## src/rtl/wb_arbiter.sv

```systemverilog
// rtl/wb_arbiter.sv - round-robin write-back arbiter feeding a single register-file write port
module wb_arbiter #(
    parameter int NREQ  = 3,
    parameter int PTR_W = 2
) (
    input  logic                 clk,
    input  logic                 rst,
    input  logic [NREQ-1:0]      req_valid,
    input  logic [5*NREQ-1:0]    req_dest,
    input  logic [32*NREQ-1:0]   req_data,
    output logic [NREQ-1:0]      req_ready,
    output logic                 reg_write_enable,
    output logic [4:0]           write_addr,
    output logic [31:0]          write_data,
    output logic [7:0]           wb_stall_cnt
);

    logic [PTR_W-1:0] r_rr_ptr;
    logic             r_we;
    logic [4:0]       r_addr;
    logic [31:0]      r_data;
    logic [7:0]       r_stall_cnt;

    logic [PTR_W-1:0] w_start;
    logic [PTR_W-1:0] w_grant_idx;
    logic [PTR_W-1:0] w_next_ptr;
    logic             w_found;
    logic             w_multi;
    logic [NREQ-1:0]  w_grant;
    logic [4:0]       w_dest;
    logic [31:0]      w_data;

    // Two ascending passes: first from the pointer upward, then wrap to index 0.
    always_comb begin : p_search
        int n_valid;
        w_start     = (int'(r_rr_ptr) >= NREQ) ? '0 : r_rr_ptr;
        w_found     = 1'b0;
        w_grant_idx = '0;
        n_valid     = 0;
        for (int i = 0; i < NREQ; i++) begin
            if (!w_found && req_valid[i] && (i >= int'(w_start))) begin
                w_found     = 1'b1;
                w_grant_idx = PTR_W'(i);
            end
        end
        for (int i = 0; i < NREQ; i++) begin
            if (!w_found && req_valid[i]) begin
                w_found     = 1'b1;
                w_grant_idx = PTR_W'(i);
            end
            if (req_valid[i]) begin
                n_valid = n_valid + 1;
            end
        end
        w_multi = (n_valid > 1);
    end

    always_comb begin
        w_grant = '0;
        w_dest  = '0;
        w_data  = '0;
        for (int i = 0; i < NREQ; i++) begin
            if (w_grant_idx == PTR_W'(i)) begin
                w_grant[i] = w_found & rst;
                w_dest     = req_dest[5*i +: 5];
                w_data     = req_data[32*i +: 32];
            end
        end
        w_next_ptr = (int'(w_grant_idx) == NREQ - 1) ? '0 : w_grant_idx + 1'b1;
    end

    assign req_ready        = w_grant;
    assign reg_write_enable = r_we;
    assign write_addr       = r_addr;
    assign write_data       = r_data;
    assign wb_stall_cnt     = r_stall_cnt;

    always_ff @(posedge clk or negedge rst) begin
        if (!rst) begin
            r_rr_ptr    <= '0;
            r_we        <= 1'b0;
            r_addr      <= '0;
            r_data      <= '0;
            r_stall_cnt <= '0;
        end else begin
            if (w_found) begin
                r_rr_ptr <= w_next_ptr;
                // Writes to x0 are consumed but never reach the register file.
                if (w_dest != 5'd0) begin
                    r_we   <= 1'b1;
                    r_addr <= w_dest;
                    r_data <= w_data;
                end else begin
                    r_we   <= 1'b0;
                    r_addr <= '0;
                    r_data <= '0;
                end
            end else begin
                r_we <= 1'b0;
            end
            if (w_multi && (r_stall_cnt != 8'hFF)) begin
                r_stall_cnt <= r_stall_cnt + 8'd1;
            end
        end
    end

endmodule

```

## config.mk

```make
export PLATFORM = sky130hd
export DESIGN_NAME = wb_arbiter
export DESIGN_NICKNAME = d
export VERILOG_FILES = /design/src/rtl/wb_arbiter.sv
export SDC_FILE = /design/constraint.sdc
export NUM_CORES = 1
export LEC_CHECK = 0
export ABC_CLOCK_PERIOD_IN_PS = 2600
export CAP_MARGIN = 15
export CORE_MARGIN = 10
export CORE_UTILIZATION = 36
export DETAILED_ROUTE_END_ITERATION = 7
export PLACE_DENSITY = 0.78
export SLEW_MARGIN = 20
export SYNTH_ARGS = -nofsm -noshare
export SYNTH_HDL_FRONTEND = slang
export SYNTH_SLANG_ARGS = --single-unit
```

## constraint.sdc

```tcl
create_clock -name clk -period 2.6 [get_ports clk]
set_input_delay 0.78 -clock clk [delete_from_list [all_inputs] [get_ports clk]]
set_output_delay 0.78 -clock clk [all_outputs]
set_load 0.05 [all_outputs]
```

Word-level counts from Yosys, hierarchy flattened

Index checks and enable logic that the tools add are counted.

Flip-flop bits (word level): 48
Input port bits: 116
Logic and storage cells: 64

Add/sub/neg operators: 4
Order comparisons: 5
Equality and inequality tests: 4
Mux-type cells: 29
Bitwise gates (word level): 1
Reductions and logical operators: 16

Operators by type and width:

| operator                                                                           | count |
|---|---|
| 32-bit 2-to-1 mux                                                                  | 6 |
| 32-bit by 2-bit adder with 32-bit output, second input constant                    | 2 |
| 32-bit by 2-bit > comparator with 1-bit output, second input constant              | 1 |
| 5-bit 2-to-1 mux                                                                   | 4 |
| 1-bit 2-to-1 mux                                                                   | 13 |
| 2-bit 2-to-1 mux                                                                   | 6 |
| 1-bit logical AND                                                                  | 9 |
| 8-bit by 1-bit adder with 8-bit output, second input constant                      | 1 |
| 8-bit != test, second input constant                                               | 1 |
| 1-bit logical NOT                                                                  | 5 |
| 5-bit nonzero test                                                                 | 1 |
| 2-bit == test, second input constant                                               | 2 |
| 1-bit by 2-bit greater-or-equal comparator with 1-bit output, first input constant | 2 |
| 2-bit by 1-bit adder with 2-bit output, second input constant                      | 1 |
| 2-bit by 1-bit == test with 1-bit output, second input constant                    | 1 |
| 2-bit greater-or-equal comparator, first input constant                            | 1 |
| 2-bit greater-or-equal comparator, second input constant                           | 1 |
| 2-bit logical NOT                                                                  | 1 |
| 1-bit bitwise AND                                                                  | 1 |

Logic depth before layout (Yosys ltp)

Word-level depth: 29
Depth in mapped cells: 10

Worst setup path before layout

OpenSTA, ideal clock, no wires.

Path type: input port to output port
From: input req_valid[1]
To: output req_ready[0]
Data arrival time: 2555 ps
Slack: -735 ps
Cell stages on the path: 7
Cell sequence: buf_2 > a221o_1 > buf_6 > clkbuf_1 > clkbuf_1 > nand2_1 > nor2_1

Word-level cells in the longest chain between the ends: 18
Elaborated cells between the ends (all ways): 24
Classes of those cells: mux (11); bitwise (1); reduce/logical (12)

Ends and longest elaborated chain:

| what                                                   | RTL line | RTL |
|---|---|---|
| from (decl)                                            | 8        | `input logic [NREQ-1:0] req_valid,` |
| 1-bit logical AND (2 in series)                        | 41       | `if (!w_found && req_valid[i] && (i >= int'(w_start))) begin` |
| 1-bit 2-to-1 mux                                       | 41       |  |
| 1-bit logical NOT                                      | 41       |  |
| 1-bit logical AND (2 in series)                        | 41       |  |
| 1-bit 2-to-1 mux                                       | 41       |  |
| 1-bit logical NOT                                      | 47       | `if (!w_found && req_valid[i]) begin` |
| 1-bit logical AND                                      | 47       |  |
| 1-bit 2-to-1 mux                                       | 47       |  |
| 1-bit logical NOT                                      | 47       |  |
| 1-bit logical AND                                      | 47       |  |
| 1-bit 2-to-1 mux                                       | 47       |  |
| 1-bit logical NOT                                      | 47       |  |
| 1-bit logical AND                                      | 47       |  |
| 1-bit 2-to-1 mux or 2-bit 2-to-1 mux (tied branches)   | 47       |  |
| 1-bit bitwise AND or 2-bit logical NOT (tied branches) | 64, 63   |  |
| 1-bit 2-to-1 mux (*)                                   | 63       | `if (w_grant_idx == PTR_W'(i)) begin` |
| to (decl)                                              | 11       | `output logic [NREQ-1:0] req_ready,` |

Mark *: on every way between the ends. The rest lies on a longest branch, timed or not.

Final worst setup path

From: register r_rr_ptr[1]
To: output req_ready[0]

Word-level cells in the longest chain between the ends: 24
Elaborated cells between the ends (all ways): 32
Classes of those cells: order compare (4); mux (13); bitwise (1); reduce/logical (14)

Ends and longest elaborated chain:

| what                                                         | RTL line | RTL |
|---|---|---|
| from (decl)                                                  | 18       | `logic [PTR_W-1:0] r_rr_ptr;` |
| from (signal assigned)                                       | 87       | `r_rr_ptr <= w_next_ptr;` |
| 2-bit greater-or-equal comparator                            | 36       | `w_start = (int'(r_rr_ptr) >= NREQ) ? '0 : r_rr_ptr;` |
| 2-bit 2-to-1 mux (*)                                         | 36       |  |
| 1-bit by 2-bit greater-or-equal comparator with 1-bit output | 41       |  |
| 1-bit logical AND                                            | 41       |  |
| 1-bit 2-to-1 mux                                             | 41       |  |
| 1-bit logical NOT                                            | 41       |  |
| 1-bit logical AND (2 in series)                              | 41       |  |
| 1-bit 2-to-1 mux                                             | 41       |  |
| [7 not listed]                                               | n/a      |  |
| 1-bit logical NOT                                            | 47       |  |
| 1-bit logical AND                                            | 47       |  |
| 1-bit 2-to-1 mux                                             | 47       |  |
| 1-bit logical NOT                                            | 47       |  |
| 1-bit logical AND                                            | 47       |  |
| 1-bit 2-to-1 mux or 2-bit 2-to-1 mux (tied branches)         | 47       |  |
| 1-bit bitwise AND or 2-bit logical NOT (tied branches)       | 64, 63   |  |
| 1-bit 2-to-1 mux (*)                                         | 63       |  |

Marks and branches as above.

==> impl_metrics.csv <==
group,metric,value,unit
routing,ant_nets,0,
logic_synthesis,synth_top_area_share,39.8,%
sta,setup-tns-final,-707,ps
cts,cts_max_path_buffers,2,
logic_synthesis,postSynthCellCount,329,
placed_design,gp_congestion,0.864,
setup_path,arrival,1910,ps
sta,fmax,0.372,GHz
placed_design,portBuffers,164,
floorplanning,core_area,8180,µm²
setup_path,r2r-start,"r_rr_ptr[1]",
sta,skew,7.28,ps
sta,relSlewSlack,59.3,%
sta,holdWs,482,ps
routing,via_per_inst,5.20,
logic_synthesis,yosys_warnings,0,
status,violations,"negative setup slack",
layout,mostFrequentLayoutCell,"clkdlybuf4s50_1",
setup_path,reg2reg_to,"write_data[13]",
setup_path,critPathKind,"register to output port",
logic_synthesis,synth-edff-count,0,
worst_hold_path,min_path_type,"register to register",
setup_path,cp-start-kind,"register",
setup_path,end_kind,"output port",
cts,clk_pin_slew,100,ps
routing,drc_errors,0,
cts,htreeDepth,2,
sta,setup_viol,26,
placed_design,dp_hpwl,8800,µm
run,max-cap-violations,0,
grt,track_usage,17.3,%
logic_synthesis,synth_top_area_cell,"dfrtp_1",
placed_design,place_inst,615,
grt,grt_max_degree,53,
worst_hold_path,whs_endpoint,"write_addr[1]",
grt,grt_antenna_before_repair,0,
cts,worstSkewPairLatency,310,ps
cts,root_buffer,"clkbuf_8",
power_and_ir_drop,p_comb_share,65.9,%
power_and_ir_drop,pwr_density_cell,952,nW/µm²
worst_hold_path,worst_hold_startpoint,"write_addr[1]",
setup_path,reg2reg_slack,-50,ps
grt,grt_overflow,0,
logic_synthesis,syn_nets,450,
floorplanning,num_rows,33,
sta,maxSlewViolCount,0,
grt,first_global_vias,3581,
logic_synthesis,synthArstFlopShare,100,%
sta,worst_pin_slew,611,ps
floorplanning,ios,165,
routing,drt_iter0_markers,104,
setup_path,cp_data_required_time,1820,ps
layout,antenna_cells,0,
sta,min_period_over_period,103,%
routing,drt_first_pass_iters,4,
cts,numCtsBuffers,5,
power_and_ir_drop,ir_drop,0.694,mV
power_and_ir_drop,power.share.switching,47.2,%
floorplanning,die_y,112,µm
power_and_ir_drop,clkPwrFrac,10.7,%
layout,drive_above_1_share,24.4,%
logic_synthesis,syn_area_per_cell,9.17,µm²
status,status,"finished, violations left",
layout,area_growth,82.2,%
setup_path,worstRegToRegCells,12,
routing,routedWlPerCell,18.0,µm
layout,instances_no_fill,630,
cts,cts_tree,"done",
layout,layout.nets,645,
logic_synthesis,ys_ff_latch,48,
logic_synthesis,synth_cell_types,35,
power_and_ir_drop,p_sw,2470,µW
sta,min_period,2690,ps
cts,cts_sinks,48,
sta,final-hold-violation-count,0,
routing,vias,3273,
power_and_ir_drop,power_frac_seq,23.4,%
layout,mostFrequentLayoutCells,"clkdlybuf4s50_1, dfrtp_1, buf_4",
floorplanning,start_util,36.9,%
logic_synthesis,ys_seq_area_share,39.8,%
logic_synthesis,yosys_most_used_dff,"dfrtp_1",
floorplanning,fp.dieW,112,µm
logic_synthesis,netlist_area,3020,µm²
placed_design,place_ws,-438,ps
floorplanning,dieArea,12400,µm²
grt,grt_pass1_wl,18100,µm
worst_hold_path,worstHoldPathCells,2,
sta,rsz0062_at_grt,"true",
power_and_ir_drop,internal_power,2760,µW
power_and_ir_drop,p_leak,0.00234,µW
sta,worst_slack,-86.1,ps
logic_synthesis,synth_area_leaders,"dfrtp_1, a22oi_1, mux2i_1, a211o_1, nand2_1",
setup_path,crit_fanout,4,
cts,ctsHoldBuffers,0,
routing,drt_wl_total,11300,µm
sequential cells by signal (all words and copies together) (netlist names):
signal and cells:
write_data 32, wb_stall_cnt 8, write_addr 5, r_rr_ptr 2
reg_write_enable 1
critical path, cell delays in order, from the launching register on:
cell and delay (ps):
dfrtp_1 440, inv_2 80, ha_4 180, a21o_1 190
a221o_2 420, nand2_4 100, nor2_4 40, buf_12 140
cells in the mapped netlist (2+ instances only):
cell type and n:
a211o_1 23, a21oi_1 12, a221o_1 2, a221oi_1 7
a22oi_1 34, a31o_2 9, and3_1 2, buf_2 5
buf_6 4, clkbuf_1 17, dfrtp_1 48, ha_1 5
inv_1 9, mux2_2 2, mux2i_1 23, nand2_1 40
nand2b_1 9, nand3_1 13, nand4_1 3, nor2_1 36
nor2b_1 3, nor3_1 2, o211ai_1 2, o21ai_0 2
o221ai_1 2, xnor2_1 6
metal layers:
| metal | track usage, % | wire length (µm) | up-vias | part of all wire [%] |
|---|---|---|---|---|
| met2 | 30.2 | 5750 | 113 | 51 |
| met1 | 19.6 | 4640 | 1559 | 41 |
| met4 | 3.86 | 87 | 0 | 0.77 |
| li1 | - | - | 1592 | - |
| met5 | 0 | 0 | - | 0 |
| met3 | 6.44 | 853 | 9 | 7.5 |
repair_timing:
item | 4_1_cts | 5_1_grt
resized for setup | 19 | 34
setup buffers | 2 | 4
setup endpoints to repair | 35 | 35
gates cloned | 0 | 1
pin swaps | 4 | 4
kinds of logic after synthesis:
group / share of synthesized area [%]
AO/OA/AOI/OAI: 25.4
buffers and inverters: 5.68
AND/OR/NAND/NOR: 16.6
XOR/XNOR: 2.03
adder cells (fa/ha/maj): 2.07
flip-flops: 39.8
multiplexers: 8.38
power by group through the flow:
stage | Clock (µW) | Combinational (µW) | Sequential, µW
floorplan | 0 | 1050 | 2130
global placement | 0 | 3150 | 1210
detailed placement | 0 | 3190 | 1230
CTS | 579 | 3260 | 1220
global route | 602 | 3660 | 1270
finish | 559 | 3450 | 1220
stage by stage:
stage	area [µm²]	power, µW	util [%]
2_1_floorplan	3090	3180	-
3_3_place_gp	5090	4360	62.3
3_5_place_dp	5090	4420	62.3
4_1_cts	5270	5060	64.5
5_1_grt	5500	5520	67.2
6_report	5500	5230	67.2
how the worst max path moves through the flow:
stage,from,endpoint,slack (ps),cells after the start
floorplan,req_valid[1],req_ready[2],-80,6
global placement,req_valid[2],write_data[29],-380,7
detailed placement,req_valid[2],write_data[14],-440,7
CTS,r_rr_ptr[1],req_ready[0],-120,7
global route,r_rr_ptr[1],req_ready[0],-150,7
finish,r_rr_ptr[1],req_ready[0],-90,7
area by class of cell:
type	instances	area, µm²
fillers	668	2680
repair buffers	215	2110
multi-input cells	245	1900
flip-flops and latches	48	1200
well taps	105	131
clock buffers	5	68.8
clock inverters	3	46.3
inverters	9	33.8
Note: power is estimated with default switching activity, not from simulation.
